$ cat config.mk
export PLATFORM = sky130hd
export DESIGN_NAME = nmr_bstrm_sram_arb
export DESIGN_NICKNAME = d
export VERILOG_FILES = /design/src/rtl/nmr_bstrm_sram_arb.sv
export SDC_FILE = /design/constraint.sdc
export NUM_CORES = 1
export LEC_CHECK = 0
export CAP_MARGIN = 20
export CELL_PAD_IN_SITES_DETAIL_PLACEMENT = 1
export CELL_PAD_IN_SITES_GLOBAL_PLACEMENT = 1
export CORE_AREA = 2 2 178 180
export CTS_CLUSTER_SIZE = 25
export DETAILED_ROUTE_END_ITERATION = 12
export DIE_AREA = 0 0 180 182
export PLACE_DENSITY_LB_ADDON = 0.2
export SLEW_MARGIN = 20
export SYNTH_ARGS = -nofsm -noshare
export SYNTH_HDL_FRONTEND = slang
export SYNTH_SLANG_ARGS = --single-unit
$ cat constraint.sdc
create_clock -name CLK -period 3.35 [get_ports CLK]
set_input_delay 0.5025 -clock CLK [delete_from_list [all_inputs] [get_ports CLK]]
set_output_delay 0.5025 -clock CLK [all_outputs]
set_load 0.05 [all_outputs]
$ cat src/rtl/nmr_bstrm_sram_arb.sv
// Round-robin arbiter sharing one SRAM read port between N_REQ bitstream controllers.
// One read issued per cycle; read data is routed back to its owner with a one-hot RVALID.
module nmr_bstrm_sram_arb #(
  parameter int N_REQ             = 4,
  parameter int SRAM_ADDR_WIDTH   = 8,
  parameter int SRAM_DAT_WIDTH    = 128,
  parameter int SRAM_BYTEEN_WIDTH = 16,
  parameter int RD_LAT            = 1
) (
  input  logic                               CLK,
  input  logic                               RST,
  input  logic                               ARB_EN,
  input  logic [N_REQ-1:0]                   REQ,
  input  logic [N_REQ*SRAM_ADDR_WIDTH-1:0]   REQ_ADDR,
  output logic [N_REQ-1:0]                   GNT,
  output logic [N_REQ-1:0]                   RVALID,
  output logic [SRAM_DAT_WIDTH-1:0]          RD_DAT,
  output logic                               BUSY,
  output logic [SRAM_ADDR_WIDTH-1:0]         SRAM_ADDR,
  output logic                               SRAM_CS,
  output logic                               SRAM_CLKEN,
  output logic                               SRAM_WR,
  output logic [SRAM_DAT_WIDTH-1:0]          SRAM_WR_DAT,
  output logic [SRAM_BYTEEN_WIDTH-1:0]       SRAM_BYTEEN,
  input  logic [SRAM_DAT_WIDTH-1:0]          SRAM_RD_DAT
);

  localparam int AW = SRAM_ADDR_WIDTH;
  localparam int IW = $clog2(N_REQ);

  typedef enum logic [1:0] {ST_IDLE, ST_RUN, ST_DRAIN} state_e;

  state_e                     state_q, state_d;
  logic [IW-1:0]              ptr_q, ptr_d;
  logic [IW-1:0]              gid_q, gid_d;
  logic [N_REQ-1:0]           gnt_q, gnt_d;
  logic                       cs_q, cs_d;
  logic [AW-1:0]              addr_q, addr_d;
  logic [RD_LAT-1:0]          pv_q, pv_d;
  logic [RD_LAT-1:0][IW-1:0]  pid_q, pid_d;

  logic [N_REQ-1:0]           eligible;
  logic [IW-1:0]              win_id;
  logic                       win_found;
  logic                       arb_go;
  logic                       in_flight;

  function automatic logic [IW-1:0] wrap_idx(input int unsigned v);
    return IW'(v % N_REQ);
  endfunction

  // NOTE: every combinational output gets a default before any branch, so no latch can be inferred.
  always_comb begin
    eligible  = REQ & ~gnt_q;
    win_found = 1'b0;
    win_id    = ptr_q;
    for (int k = 0; k < N_REQ; k++) begin
      if (!win_found && eligible[wrap_idx(32'(ptr_q) + 32'(k))]) begin
        win_found = 1'b1;
        win_id    = wrap_idx(32'(ptr_q) + 32'(k));
      end
    end
    arb_go = ARB_EN && win_found;

    gnt_d = '0;
    if (arb_go) gnt_d[win_id] = 1'b1;
    cs_d   = arb_go;
    addr_d = arb_go ? REQ_ADDR[win_id*AW +: AW] : addr_q;
    gid_d  = arb_go ? win_id : gid_q;
    ptr_d  = arb_go ? wrap_idx(32'(win_id) + 32'd1) : ptr_q;
  end

  // Return pipeline: stage 0 takes the read issued this cycle; the last stage drives RVALID.
  always_comb begin
    pv_d      = '0;
    pid_d     = '0;
    pv_d[0]   = cs_q;
    pid_d[0]  = gid_q;
    for (int k = 1; k < RD_LAT; k++) begin
      pv_d[k]  = pv_q[k-1];
      pid_d[k] = pid_q[k-1];
    end

    // Reads that will still be outstanding after this edge; the returning stage is excluded.
    in_flight = cs_q;
    for (int k = 0; k < RD_LAT - 1; k++) in_flight = in_flight | pv_q[k];

    RVALID = '0;
    if (pv_q[RD_LAT-1]) RVALID[pid_q[RD_LAT-1]] = 1'b1;
  end

  always_comb begin
    state_d = state_q;
    case (state_q)
      ST_IDLE:  if (ARB_EN && (|REQ)) state_d = ST_RUN;
      ST_RUN:   if (!arb_go) state_d = in_flight ? ST_DRAIN : ST_IDLE;
      ST_DRAIN: begin
        if (arb_go)          state_d = ST_RUN;
        else if (!in_flight) state_d = ST_IDLE;
      end
      default:  state_d = ST_IDLE;
    endcase
  end

  // NOTE: sequential state uses non-blocking assignments so all flops update from pre-edge values.
  always_ff @(posedge CLK) begin
    if (!RST) begin
      state_q <= ST_IDLE;
      ptr_q   <= '0;
      gid_q   <= '0;
      gnt_q   <= '0;
      cs_q    <= 1'b0;
      addr_q  <= '0;
      // NOTE: the return pipeline is reset so reads granted before reset never report RVALID.
      pv_q    <= '0;
      pid_q   <= '0;
    end else begin
      state_q <= state_d;
      ptr_q   <= ptr_d;
      gid_q   <= gid_d;
      gnt_q   <= gnt_d;
      cs_q    <= cs_d;
      addr_q  <= addr_d;
      pv_q    <= pv_d;
      pid_q   <= pid_d;
    end
  end

  assign GNT         = gnt_q;
  assign SRAM_CS     = cs_q;
  assign SRAM_ADDR   = addr_q;
  assign BUSY        = (state_q != ST_IDLE);
  assign RD_DAT      = SRAM_RD_DAT;
  assign SRAM_CLKEN  = 1'b1;
  assign SRAM_WR     = 1'b0;
  assign SRAM_WR_DAT = '0;
  assign SRAM_BYTEEN = '1;

endmodule
# Word level (Yosys, flattened, before mapping)

Cells that the tools add are included.

$add $sub $neg: 4
$mul: 0
Div/mod/pow operators: 0
Order comparisons: 8
Equal/unequal tests: 5
Shift-type cells: 1
Mux-type cells: 26
Bitwise gates (word level): 2
Reduce and logical (&&, ||, !) cells: 15

Operators by type and width:

| cell                  | count |
|---|---|
| $shiftx A32 B6 Y8     | 1 |
| $lt A2 B3 Y1 const B  | 6 |
| $mux W2               | 8 |
| $mux W1               | 10 |
| $bmux W1 S2           | 4 |
| $logic_and A1 B1 Y1   | 7 |
| $pmux W2 S3           | 1 |
| $add A2 B1 Y2 const B | 2 |
| $add A2 B2 Y2 const B | 2 |
| $and A4 B4 Y4         | 1 |
| $demux W1 S2          | 2 |
| $ge A2 B1 Y1 const B  | 2 |
| $mux W4               | 1 |
| $ne A2 B2 Y1 const B  | 2 |
| $not A4 Y4            | 1 |
| $reduce_or A4 Y1      | 1 |
| $logic_not A1 Y1      | 3 |
| $ne A3 B3 Y1 const B  | 1 |
| $reduce_and A3 Y1     | 1 |
| $eq A2 B1 Y1 const B  | 1 |
| $eq A2 B2 Y1 const B  | 1 |
| $logic_not A2 Y1      | 1 |
| $reduce_and A2 Y1     | 1 |
| $reduce_bool A2 Y1    | 1 |

Register bits: 22
Bits in latches: 0
RAM bits: 0
ROM bits: 0
Input port bits: 167
Output and inout bits: 292
Word-level logic and storage cells: 69
Memories: 0

# Depth between registers and ports, before layout

Depth in word-level cells: 18
Mapped depth: 8
Mapped depth without buffers: 8

# Least setup slack after synthesis

No wires, ideal clock.

Path type: register to register
Start: reg gnt_q[0], in the netlist GNT[0]
End: reg ptr_q[1]
Library setup time: 0.115 ns
Arrival: 1.927 ns
Required time: 3.235 ns
Slack: 1.307 ns
Cell stages (with the launch flop): 9
Path buffers: 0
Clock period less this slack: 2.043 ns
Cells stage by stage: dfxtp_1 -> nand2b_1 -> nor2_1 -> nor4_1 -> nor2_1 -> inv_1 -> ha_1 -> a21oi_1 -> nor2b_1

Longest elaborated chain between the ends: 15
Elaborated cells on any way between the ends: 25
Those cells by class: add/sub (1); mux (15); bitwise (2); reduce/logical (7)

RTL lines:

| what                          | RTL line | source |
|---|---|---|
| start: declaration            | 36       | `logic [N_REQ-1:0] gnt_q, gnt_d;` |
| start signal: assignment      | 121      | `gnt_q <= gnt_d;` |
| $not A4 Y4 (*)                | 54       | `eligible = REQ & ~gnt_q;` |
| $and A4 B4 Y4 (*)             | 54       |  |
| $bmux W1 S2                   | 58       | `if (!win_found && eligible[wrap_idx(32'(ptr_q) + 32'(k))]) begin` |
| $mux W1 (not written as such) | 58       |  |
| $mux W1                       | 58       |  |
| $logic_not A1 Y1              | 58       |  |
| $logic_and A1 B1 Y1           | 58       |  |
| $mux W1                       | 58       |  |
| $logic_not A1 Y1              | 58       |  |
| $logic_and A1 B1 Y1           | 58       |  |
| $mux W1                       | 58       |  |
| $logic_not A1 Y1              | 58       |  |
| $logic_and A1 B1 Y1           | 58       |  |
| $mux W2 (*)                   | 58       |  |
| via win_id[1]                 | 43       | `logic [IW-1:0] win_id;` |
| $add A2 B1 Y2 (*)             | 70       | `ptr_d = arb_go ? wrap_idx(32'(win_id) + 32'd1) : ptr_q;` |
| end signal: assignment        | 119      | `ptr_q <= ptr_d;` |
| end: declaration              | 34       | `logic [IW-1:0] ptr_q, ptr_d;` |

Mark *: on every way through the listed nets, which the timed path passes. The rest lies on a longest branch. The select of a mux whose other input is x is not followed.
A chain may end at the register's enable or synchronous reset.

# Final worst setup path

Start: in REQ[2]
End: reg addr_q[7], in the netlist SRAM_ADDR[7]

Longest elaborated chain between the ends: 14
Elaborated cells on any way between the ends: 24
Those cells by class: shift (1); mux (15); bitwise (1); reduce/logical (7)

RTL lines:

| what                                                            | RTL line | source |
|---|---|---|
| start: declaration                                              | 13       | `input logic [N_REQ-1:0] REQ,` |
| $and A4 B4 Y4 (*)                                               | 54       |  |
| $bmux W1 S2                                                     | 58       |  |
| $mux W1 (not written as such)                                   | 58       |  |
| $mux W1                                                         | 58       |  |
| $logic_not A1 Y1                                                | 58       |  |
| $logic_and A1 B1 Y1                                             | 58       |  |
| $mux W1                                                         | 58       |  |
| $logic_not A1 Y1                                                | 58       |  |
| $logic_and A1 B1 Y1                                             | 58       |  |
| $mux W1                                                         | 58       |  |
| $logic_not A1 Y1                                                | 58       |  |
| $logic_and A1 B1 Y1                                             | 58       |  |
| $mux W2 / $mux W1 (equally long branches)                       | 58       |  |
| $shiftx A32 B6 Y8 / $logic_and A1 B1 Y1 (equally long branches) | 68, 63   |  |
| end signal: assignment                                          | 123      | `addr_q <= addr_d;` |
| end: declaration                                                | 38       | `logic [AW-1:0] addr_q, addr_d;` |

Mark *: on every way between the ends. The rest lies on a longest branch, timed or not. The select of a mux whose other input is x is not followed.

==> summary.md <==
| Metric | Value |
|---|---|
| Power per cell area | 479 nW/um^2 |
| Via/cell ratio | 2.31 |
| Initial antenna violation count | 1 |
| Post-synthesis mux area share | 5.28% |
| Unrepaired setup endpoints after global routing | no |
| Final WS setup | 0.932 ns |
| Cell area after synthesis | 3220 um^2 |
| Post-place setup slack | 0.578 ns |
| Yosys warning total | 0 |
| Drt total wl | 8350 um |
| Crit. End Element | register |
| Setup TNS | 0 ns |
| Io pins | 459 |
| Core ar. | 31000 um^2 |
| Final Skew | 0.0113 ns |
| Nets | 497 |
| CP Class | in -> reg |
| Crit share post-route | 72.2% |
| Worst slew pin tran | 0.720 ns |
| Compound-gate portion of the synthesized area | 5.82% |
| Fin. Hold Viols | 0 |
| Total gr overflow | 0 |
| Register area | 440 um^2 |
| Detail Placement HPWL | 7010 um |
| Syn_area_per_cell | 8.12 um^2 |
| GPL Wtd Cong | 0.625 |
| Post CTS Setup Buffer Count | 0 |
| Vias in the first global route | 1593 |
| Largest net degree at the start of global routing | 17 |
| Status | finished clean |
| F_max | 414 MHz |
| Drt first pass iters | 4 |
| DRC viols | 0 |
| Fillers | 3697 |
| Worst-Skew Late Latency | 0.27 ns |
| Leak | 1.24 nW |
| XOR/XNOR share of the synthesized area | 0.272% |
| Area of the multi-input gates | 1230 um^2 |
| Synth Register Bits | 22 |
| Post-layout min period | 2.42 ns |
| GRT Total Usage | 4.64% |
| Fin util | 9.32% |
| Non-filler cells, final | 728 |
| CTS tree | yes |
| Clk buf depth | 2 |
| Standard-cell rows | 65 |
| Max IR drop VDD | 0.000157 V |
| Simple-Gate Fraction of Synth Area | 8.03% |
| Clk slew on worst S/H paths | 0.08 ns |
| First-pass GRT wire length | 10900 um |
| DR iter-0 viols | 33 |
| Rel. slew slack | 51.4% |
| Layout area overhead | -10.4% |
| Largest family of logic cells by synthesized area | buffers and inverters |
| Crit-path max FO | 15 |
| IO Port Bufs | 56 |
| Routed via count | 1682 |
| Netlist cell types | 39 |
| Die Y-Extent | 182 um |
| Root Driver | clkbuf_16 |
| Post-cts resize count | 0 |
| Mapped Cells | 397 |
| Total placed cells including tap cells | 723 |
| Initial Util | 10.4% |
| Hold_buf cts | 0 |
| Width of the die | 180 um |
| Die footprint | 32800 um^2 |
| Wirelength per Cell | 11.5 um |
| Post-DRT Antenna Nets | 0 |
| Seq/Total Area, Yosys | 13.7% |
| # clock sinks | 22 |
| CP required | 3.49 ns |
| CTS buffer count | 3 |
| Max-cap violations | 0 |
| Synth Area in Adders | 1.55% |
| Htree depth | 1 |
| WP data arrival | 2.56 ns |
| Slew Limit Fails | 0 |
| Hold WC Path Type | reg -> reg |
| # setup viols final | 0 |
| CP startpoint kind | input pin |
| Share of layout cells above drive strength 1 | 4.62% |
## registers in the layout (all words and copies together) (netlist names)
signal	flops
GNT	4
pid_q	2
ptr_q	2
gid_q	2
state_q	2
SRAM_ADDR	8
pv_q	1
SRAM_CS	1
## final timing paths
kind / startpoint / endpoint / slack (ns) / cells after the start
setup / recovery: REQ[2] / SRAM_ADDR[7] / 0.93 / 7
hold / removal: gid_q[0] / pid_q[0] / 0.47 / 1
setup reg to reg: GNT[0] / SRAM_ADDR[7] / 1.32 / 6
hold reg to reg: gid_q[0] / pid_q[0] / 0.47 / 1
## final cells by class
| cell class | count | share of cell area (%) |
|---|---|---|
| multi-input cells | 236 | 42.8 |
| inverters | 3 | 0.390 |
| well taps | 402 | 17.4 |
| flip-flops and latches | 22 | 15.3 |
| clock buffers | 3 | 2.60 |
| clock inverters | 1 | 1.04 |
| diodes | 1 | 0.0867 |
| repair buffers | 60 | 20.5 |
## worst max-delay path: stages
cell and delay [ns]:
clkdlybuf4s50_1 0.52, or2b_1 0.30, a311oi_1 0.48, a21oi_4 0.14, buf_4 0.26, mux2i_1 0.22, o221ai_1 0.13
## through the flow
| step | power [W] | area, um^2 | hold WS [ns] |
|---|---|---|---|
| 2_1_floorplan | 0.00142 | 3760 | 0.429 |
| 3_3_place_gp | 0.00102 | 2780 | 0.445 |
| 3_5_place_dp | 0.00103 | 2780 | 0.454 |
| 4_1_cts | 0.00141 | 2890 | 0.474 |
| 5_1_grt | 0.00146 | 2890 | 0.506 |
| 6_report | 0.00138 | 2890 | 0.466 |
## Yosys cell counts (all sizes together)
| cell | count | area [um^2] |
|---|---|---|
| buf | 278 | 2080 |
| dfxtp | 22 | 440 |
| mux2i | 17 | 170 |
| nand2 | 11 | 41.3 |
| o221ai | 10 | 93.8 |
| nor2 | 6 | 22.5 |
| nor2b | 6 | 47.5 |
| and2 | 5 | 33.8 |
| and3 | 5 | 31.3 |
| a21oi | 4 | 20.0 |
| ha | 4 | 50.1 |
| o21ai | 4 | 20.0 |
| inv | 3 | 11.3 |
| clkbuf | 2 | 7.51 |
| conb | 2 | 7.51 |
| nand2b | 2 | 12.5 |
| nor3 | 2 | 10.0 |
| a21boi | 1 | 7.51 |
| a311oi | 1 | 8.76 |
| and2b | 1 | 7.51 |
| and3b | 1 | 8.76 |
| nand3b | 1 | 7.51 |
| nor3b | 1 | 7.51 |
| nor4 | 1 | 6.26 |
| o31ai | 1 | 7.51 |
| o41a | 1 | 21.3 |
| o41ai | 1 | 8.76 |
| or2 | 1 | 6.26 |
| or2b | 1 | 7.51 |
| or3b | 1 | 8.76 |
| xor2 | 1 | 8.76 |
## where the power goes
part           switching, W  leakage [nW]  internal (W)
Sequential        0.0000210         0.181      0.000291
Clock              0.000123        0.0511      0.000238
Combinational      0.000559          1.01      0.000150
Total              0.000703          1.24      0.000679
## layout by cell type, fill, tap and decap left out, types with 2 or more instances in the layout
master and count:
ha_1 4, conb_1 146, nor3_1 2, and3_1 5, and2_1 4, clkdlybuf4s50_1 56
o221ai_1 9, nor2b_1 4, nor2_1 6, clkbuf_16 3, a21oi_1 3, dfxtp_1 22
nand2b_1 2, nand2_1 11, o21ai_0 3, inv_1 3, mux2i_1 17, buf_4 4
## routing by layer
metal	part of all wire (%)	global-route usage [%]	up-vias
li1	-	-	700
met1	32	4.39	719
met2	44	6.80	175
met3	14	2.39	88
met4	10	5.37	0
met5	0	0	-
## cells by family (layout without fill, tap and decap cells)
kind of cell | Yosys count | in the layout
AO/OA/AOI/OAI | 23 | 23
XOR/XNOR | 1 | 1
adder cells (fa/ha/maj) | 4 | 4
buffers and inverters | 283 | 67
flip-flops | 22 | 22
multiplexers | 17 | 17
other | 2 | 147
AND/OR/NAND/NOR | 45 | 45
(Power assumes the default switching activity.)
